$ cat src/rtl/imem_arb_pkg.sv
// Shared types and constants for the instruction-memory port arbiter.
// Holds the FSM state encoding, the owner tag encoding and the data width.
package imem_arb_pkg;

  localparam int DATA_W = 16;

  typedef enum logic {
    IDLE   = 1'b0,
    ACCESS = 1'b1
  } state_t;

  typedef enum logic {
    OWN_IF = 1'b0,
    OWN_D  = 1'b1
  } owner_t;

endpackage

$ cat src/rtl/imem_arb_starve_ctr.sv
// Saturating starvation counter for the fetch requester.
// force_if asserts once fetch has lost STARVE_LIMIT consecutive arbitrations.
module imem_arb_starve_ctr #(
  parameter int STARVE_LIMIT = 4
) (
  input  logic clk,
  input  logic rst_n,
  input  logic if_req,
  input  logic if_gnt,
  input  logic d_gnt,
  output logic force_if
);

  localparam logic [3:0] LIMIT = 4'(STARVE_LIMIT);

  logic [3:0] cnt_q;

  // NOTE: sequential state uses non-blocking assignments so every flop samples pre-edge values.
  always_ff @(posedge clk or negedge rst_n) begin
    if (!rst_n) begin
      cnt_q <= '0;
    end else if (!if_req || if_gnt) begin
      cnt_q <= '0;
    end else if (d_gnt && (cnt_q != LIMIT)) begin
      cnt_q <= cnt_q + 4'd1;
    end
  end

  assign force_if = (cnt_q == LIMIT);

endmodule

$ cat src/rtl/imem_port_arbiter.sv
// Arbitrates fetch and data requesters onto one single-port 16-bit memory, one registered access per cycle.
// Optional misalignment checking is enabled by defining IMEM_ARB_ALIGN_CHECK_EN.
module imem_port_arbiter
  import imem_arb_pkg::*;
#(
  parameter int ADDR_WIDTH   = 16,
  parameter int STARVE_LIMIT = 4
) (
  input  logic                  clk,
  input  logic                  rst_n,
  input  logic                  if_req,
  input  logic [ADDR_WIDTH-1:0] if_addr,
  output logic                  if_gnt,
  output logic                  if_rvalid,
  output logic [DATA_W-1:0]     if_rdata,
  input  logic                  d_req,
  input  logic                  d_wr,
  input  logic [ADDR_WIDTH-1:0] d_addr,
  input  logic [DATA_W-1:0]     d_wdata,
  output logic                  d_gnt,
  output logic                  d_rvalid,
  output logic [DATA_W-1:0]     d_rdata,
  output logic                  mem_enable,
  output logic                  mem_wr,
  output logic [ADDR_WIDTH-1:0] mem_addr,
  output logic [DATA_W-1:0]     mem_data_in,
  input  logic [DATA_W-1:0]     mem_data_out,
  output logic                  err_misalign
);

  localparam logic [ADDR_WIDTH-1:0] ALIGN_MASK = ~ADDR_WIDTH'(1);

  state_t                  state_q, state_d;
  owner_t                  owner_q;
  logic                    force_if;
  logic                    any_gnt;
  logic                    sel_wr;
  logic                    suppress;
  logic                    issue;
  logic                    rd_done;
  logic [ADDR_WIDTH-1:0]   sel_addr;

  imem_arb_starve_ctr #(
    .STARVE_LIMIT(STARVE_LIMIT)
  ) u_starve_ctr (
    .clk      (clk),
    .rst_n    (rst_n),
    .if_req   (if_req),
    .if_gnt   (if_gnt),
    .d_gnt    (d_gnt),
    .force_if (force_if)
  );

  // Grants are masked during reset so every output reads 0 while rst_n is low.
  // NOTE: every always_comb output gets a default first, so no path can infer a latch.
  always_comb begin
    if_gnt = 1'b0;
    d_gnt  = 1'b0;
    if (rst_n) begin
      if (if_req && (!d_req || force_if)) begin
        if_gnt = 1'b1;
      end else if (d_req) begin
        d_gnt = 1'b1;
      end
    end
  end

  assign any_gnt  = if_gnt | d_gnt;
  assign sel_addr = d_gnt ? d_addr : if_addr;
  assign sel_wr   = d_gnt & d_wr;
  assign issue    = any_gnt & ~suppress;
  assign state_d  = any_gnt ? ACCESS : IDLE;

`ifdef IMEM_ARB_ALIGN_CHECK_EN
  logic misalign;
  logic err_q;

  assign misalign = any_gnt & sel_addr[0];
  assign suppress = misalign & sel_wr;

  always_ff @(posedge clk or negedge rst_n) begin
    if (!rst_n) begin
      err_q <= 1'b0;
    end else if (misalign) begin
      err_q <= 1'b1;
    end
  end

  assign err_misalign = err_q;
`else
  assign suppress     = 1'b0;
  assign err_misalign = 1'b0;
`endif

  // A completed read is an enabled, non-write access sitting in the memory registers.
  assign rd_done = (state_q == ACCESS) & mem_enable & ~mem_wr;

  always_ff @(posedge clk or negedge rst_n) begin
    if (!rst_n) begin
      state_q     <= IDLE;
      owner_q     <= OWN_IF;
      mem_enable  <= 1'b0;
      mem_wr      <= 1'b0;
      mem_addr    <= '0;
      mem_data_in <= '0;
      if_rvalid   <= 1'b0;
      d_rvalid    <= 1'b0;
      if_rdata    <= '0;
      d_rdata     <= '0;
    end else begin
      state_q    <= state_d;
      mem_enable <= issue;
      mem_wr     <= issue & sel_wr;
      if (any_gnt) begin
        mem_addr <= sel_addr & ALIGN_MASK;
        owner_q  <= d_gnt ? OWN_D : OWN_IF;
      end
      if (sel_wr) begin
        mem_data_in <= d_wdata;
      end
      if_rvalid <= rd_done & (owner_q == OWN_IF);
      d_rvalid  <= rd_done & (owner_q == OWN_D);
      if (rd_done && (owner_q == OWN_IF)) begin
        if_rdata <= mem_data_out;
      end
      if (rd_done && (owner_q == OWN_D)) begin
        d_rdata <= mem_data_out;
      end
    end
  end

endmodule

$ cat config.mk
export PLATFORM = sky130hd
export DESIGN_NAME = imem_port_arbiter
export DESIGN_NICKNAME = d
export VERILOG_FILES = /design/src/rtl/imem_arb_pkg.sv /design/src/rtl/imem_arb_starve_ctr.sv /design/src/rtl/imem_port_arbiter.sv
export SDC_FILE = /design/constraint.sdc
export NUM_CORES = 1
export LEC_CHECK = 0
export ABC_AREA = 1
export CAP_MARGIN = 5
export CORE_AREA = 10 10 125 104
export CTS_CLUSTER_SIZE = 24
export DETAILED_ROUTE_END_ITERATION = 8
export DIE_AREA = 0 0 135 114
export PLACE_DENSITY_LB_ADDON = 0.25
export SLEW_MARGIN = 20
export SYNTH_ARGS = -nofsm -noshare
export SYNTH_HDL_FRONTEND = slang
export SYNTH_SLANG_ARGS = --single-unit
$ cat constraint.sdc
create_clock -name clk -period 3.2 [get_ports clk]
set_clock_uncertainty 0.1 [all_clocks]
set_input_delay 0.96 -clock clk [delete_from_list [all_inputs] [get_ports clk]]
set_output_delay 0.96 -clock clk [all_outputs]
set_load 0.05 [all_outputs]
Word level (Yosys, flattened, before mapping)
Cells that the tools add are included.
- add/subtract/negate cells: 1
- equal/unequal tests: 2
- mux-type cells: 10
- bitwise operators: 9
- reductions and logical operators: 9
- operators by type and width (operator ; count):
    16-bit two-way mux ; 1
    4-bit two-way mux ; 2
    1-bit two-way mux ; 7
    1-bit bitwise AND ; 6
    4-bit by 1-bit adder with 4-bit output (second input constant) ; 1
    4-bit by 3-bit == test with 1-bit output (second input constant) ; 1
    1-bit logical AND ; 4
    4-bit by 3-bit != test with 1-bit output (second input constant) ; 1
    1-bit zero test ; 2
    1-bit logical OR ; 2
    1-bit inverter ; 2
    2-bit nonzero test ; 1
    1-bit OR ; 1
- bits in registers: 73
- bits of input ports: 69
- output and inout port bits: 71
- logic and storage cells: 42

Longest topological paths before layout
- depth after elaboration: 8
- mapped depth: 10
- depth with buffers taken out: 9

Modules after synthesis
A second synthesis with hierarchy kept.
- cells, all modules: 371
- area, all modules: 3098.0 um^2
- by module, submodules not included (module ; instances ; cells an instance ; area an instance (um^2) ; seq. area each (um^2)):
    imem_port_arbiter ; 1 ; 337 ; 2840.2 ; 1701.6
    imem_arb_starve_ctr ; 1 ; 34 ; 257.7 ; 100.1

Least setup slack after synthesis
Ideal clock, no wire load.
- kind: input to output
- from: in if_req
- to: out if_gnt
- arrival time: 1.994 ns
- required time: 2.140 ns
- path slack: 0.146 ns
- stages: 4
- buffers on the path: 2
- path through: buf_6 nand2_4 buf_2 nor2_1
- longest elaborated chain between the ends: 3
- ends and longest elaborated chain (item ; line ; text):
    from (decl) ; imem_port_arbiter.sv:11 ; input logic if_req,
    1-bit logical AND ; imem_port_arbiter.sv:60 ; if (if_req && (!d_req || force_if)) begin
    1-bit two-way mux ; imem_port_arbiter.sv:60 ;
    1-bit two-way mux ; imem_port_arbiter.sv:59 ; if (rst_n) begin
    to (decl) ; imem_port_arbiter.sv:13 ; output logic if_gnt,
Every way passes these cells.

Worst setup path in the final report
- from: in d_req
- to: out d_gnt
- longest elaborated chain between the ends: 5
- elaborated cells on any way between the ends: 6
- classes of those cells: 3 x mux; 3 x reduce/logical
- ends and longest elaborated chain (item ; line ; text):
    from (decl) ; imem_port_arbiter.sv:16 ; input logic d_req,
    1-bit zero test ; imem_port_arbiter.sv:60 ;
    1-bit logical OR ; imem_port_arbiter.sv:60 ;
    1-bit logical AND ; imem_port_arbiter.sv:60 ;
    1-bit two-way mux * ; imem_port_arbiter.sv:60 ;
    1-bit two-way mux * ; imem_port_arbiter.sv:59 ;
    to (decl) ; imem_port_arbiter.sv:20 ; output logic d_gnt,
Mark *: on every way between the ends. The rest lies on a longest branch, timed or not.

==> results.md <==
- Synth async-reset ratio: 100.0%
- Share of the synthesized area in the top cell type: 58.16%
- DRC viols: 0
- Clk Latency, worst-skew pair: 0.33 ns
- Max-slew violation count: 0
- Post-CTS Setup Bufs: 0
- Worst Tran Pin Value: 0.9403 ns
- WL met2: 4277 µm
- Worst EP required: 2.14 ns
- Fin crit share: 94.78%
- GRT overflow: 0
- Warnings, synthesis: 0
- Status: completed
- Tmin final: 3.033 ns
- Number of nets with antenna violations after routing: 0
- Most common cell in the netlist: nand2_1
- HPWL after DPL: 6775 µm
- Fin nets: 570
- FMAX: 0.3297 GHz
- CTS tree: done
- Slew HR: 37.31%
- Setup crit end kind: output port
- Wl on met1: 3857 µm
- Drt total wl: 9043 µm
- Inst Count DP: 632
- Crit-path max FO: 5
- Top-level port count: 140
- Initial antenna violation count: 0
- Cells after Synth: 361
- Largest net degree at the start of global routing: 75
- Global-route wire length before repair: 14630 µm
- Clk buf depth: 2
- WL/cell: 13.96 µm
- MaxCap Viol Count: 0
- Top cells by count, synth: nand2_1 (130), dfrtp_1 (72), inv_1 (55)
- Critical Path AT: 1.97 ns
- Post-route insts no fill: 648
- Synth area leader: dfrtp_1
- Synth cell types: 25
- Top Layer Used: met4
- Root buffer cell: clkbuf_16
- FF+latch count, synth: 72
- Syn_area_per_cell: 8.582 µm²
- Clock sink total: 72
- CP startpoint kind: input port
- Reg clk slew, reported paths: 0.06 ns
- Peak supply drop: 0.3436 mV
- DRT iter0 DRCs: 143
- Met3 WL post-DR: 781 µm
- Initial Util: 29.25%
- CTS buffer count: 9
- Final WS setup: 0.1670 ns
- Die Area: 15390 µm²
- Chip width: 135 µm
- GRT Util Overall: 11.79%
- Layout cells sized above 1: 6.548%
- Pwr dens: 728.9 nW/µm²
- Final setup vio count: 0
- Post-synthesis sequential area ratio: 58.16%
- Main synth FF type: dfrtp_1
- P&R area growth vs syn: 59.73%
- Synth Cell Area: 3098 µm²
- RSZ-0062 raised after global routing: false
- Clock H-tree levels: 3
- Diode count: 0
- Fin Hold WS: 0.3177 ns
- EDFF count, synth: 0
- Post-CTS Hold Buffers: 0
- PortBufs: 135
- Static leakage: 2.448 nW
- Routed vias: 2697
- Hold/Removal Path Class: in -> async
- Final Hold Vio Count: 0
- Post-CTS Resized: 0
- Number of global-route vias before repair: 2865
- Setup TNS Final: 0 ns
- Setup CP Type: in -> out
- Placer Congestion: 0.7438
- Router iterations before antenna repair: 4
- Die height: 114 µm
- Synth area leaders: dfrtp_1 (58%), nand2_1 (16%), inv_1 (6.7%), o21ai_0 (5.5%), nand3_1 (5.3%)
- Rows: 34
- Place WS: 0.1578 ns
- Core Region: 10590 µm²
- Vias per cell: 4.162
==> placed cells by master (no fill, tap or decap), drive strengths merged, types with 3 or more instances in the layout <==
cell,count
clkdlybuf4s50,132
nand2,132
dfrtp,72
inv,56
o21ai,35
nand3,35
buf,10
clkbuf,9
clkinv,5
bufinv,3
==> registers in the layout, indices dropped and copies added (netlist names) <==
| name | count |
|---|---|
| d_rdata | 16 |
| if_rvalid | 1 |
| mem_data_in | 16 |
| d_rvalid | 1 |
| if_rdata | 16 |
| mem_enable | 1 |
| owner_q | 1 |
| mem_addr | 15 |
| mem_wr | 1 |
| u_starve_ctr.cnt_q | 4 |
==> power by group <==
| group | total (mW) | switching, mW | internal [mW] |
|---|---|---|---|
| registers | 1.17 | 0.0927 | 1.08 |
| clock network | 1.15 | 0.386 | 0.762 |
| logic | 1.29 | 0.856 | 0.432 |
==> worst paths after layout <==
kind / startpoint / to / slack, ns / cells past startpoint
max: d_req / d_gnt / 0.17 / 6
min: rst_n / mem_addr[3] / 0.32 / 1
max reg2reg: u_starve_ctr.cnt_q[0] / mem_data_in[1] / 1.27 / 10
min reg2reg: owner_q / if_rvalid / 0.35 / 1
max in group asynchronous: rst_n / d_rdata[2] / 1.59 / 2
min in group clk: owner_q / if_rvalid / 0.35 / 1
==> worst max-delay path, cell delays in order <==
cell and delay [ns]:
clkdlybuf4s50_1 0.50, nand2_1 0.10, nand2_4 0.09, nand2_2 0.08, inv_1 0.11, buf_12 0.14
==> area by class of cell <==
cell class,instances,area [µm²]
Clock inverter,7,120.1
Sequential cell,72,1802
Tap cell,144,180.2
Timing Repair Buffer,142,1421
Clock buffer,9,225.2
Inverter,58,221.5
Multi-Input combinational cell,216,978.4
Fill cell,996,5644
==> layer usage <==
layer  track usage [%]  up-vias
met5                 0        -
met3             4.921        9
li1                  -     1377
met2             19.37       80
met1             13.34     1231
met4             4.728        0
==> cell families after synthesis <==
kind of cell | after synthesis | synth area share, %
adders and majority gates | 2 | 0.8076
DFF | 72 | 58.16
and+or+nand+nor | 172 | 23.38
AOI/OAI and AO/OA | 38 | 6.583
other | 1 | 0.1210
buffers and inverters | 74 | 10.38
xor gates and xnor gates | 2 | 0.5655
==> per-stage QoR <==
step	area (µm²)	power, mW	util [%]
CTS	4949	3.665	46.72
finish	4949	3.607	46.72
global route	4949	3.782	46.72
floorplan	3102	1.965	-
global placement	4603	2.475	43.46
detailed placement	4603	2.490	43.46
Note: power is estimated with default switching activity, not from simulation.
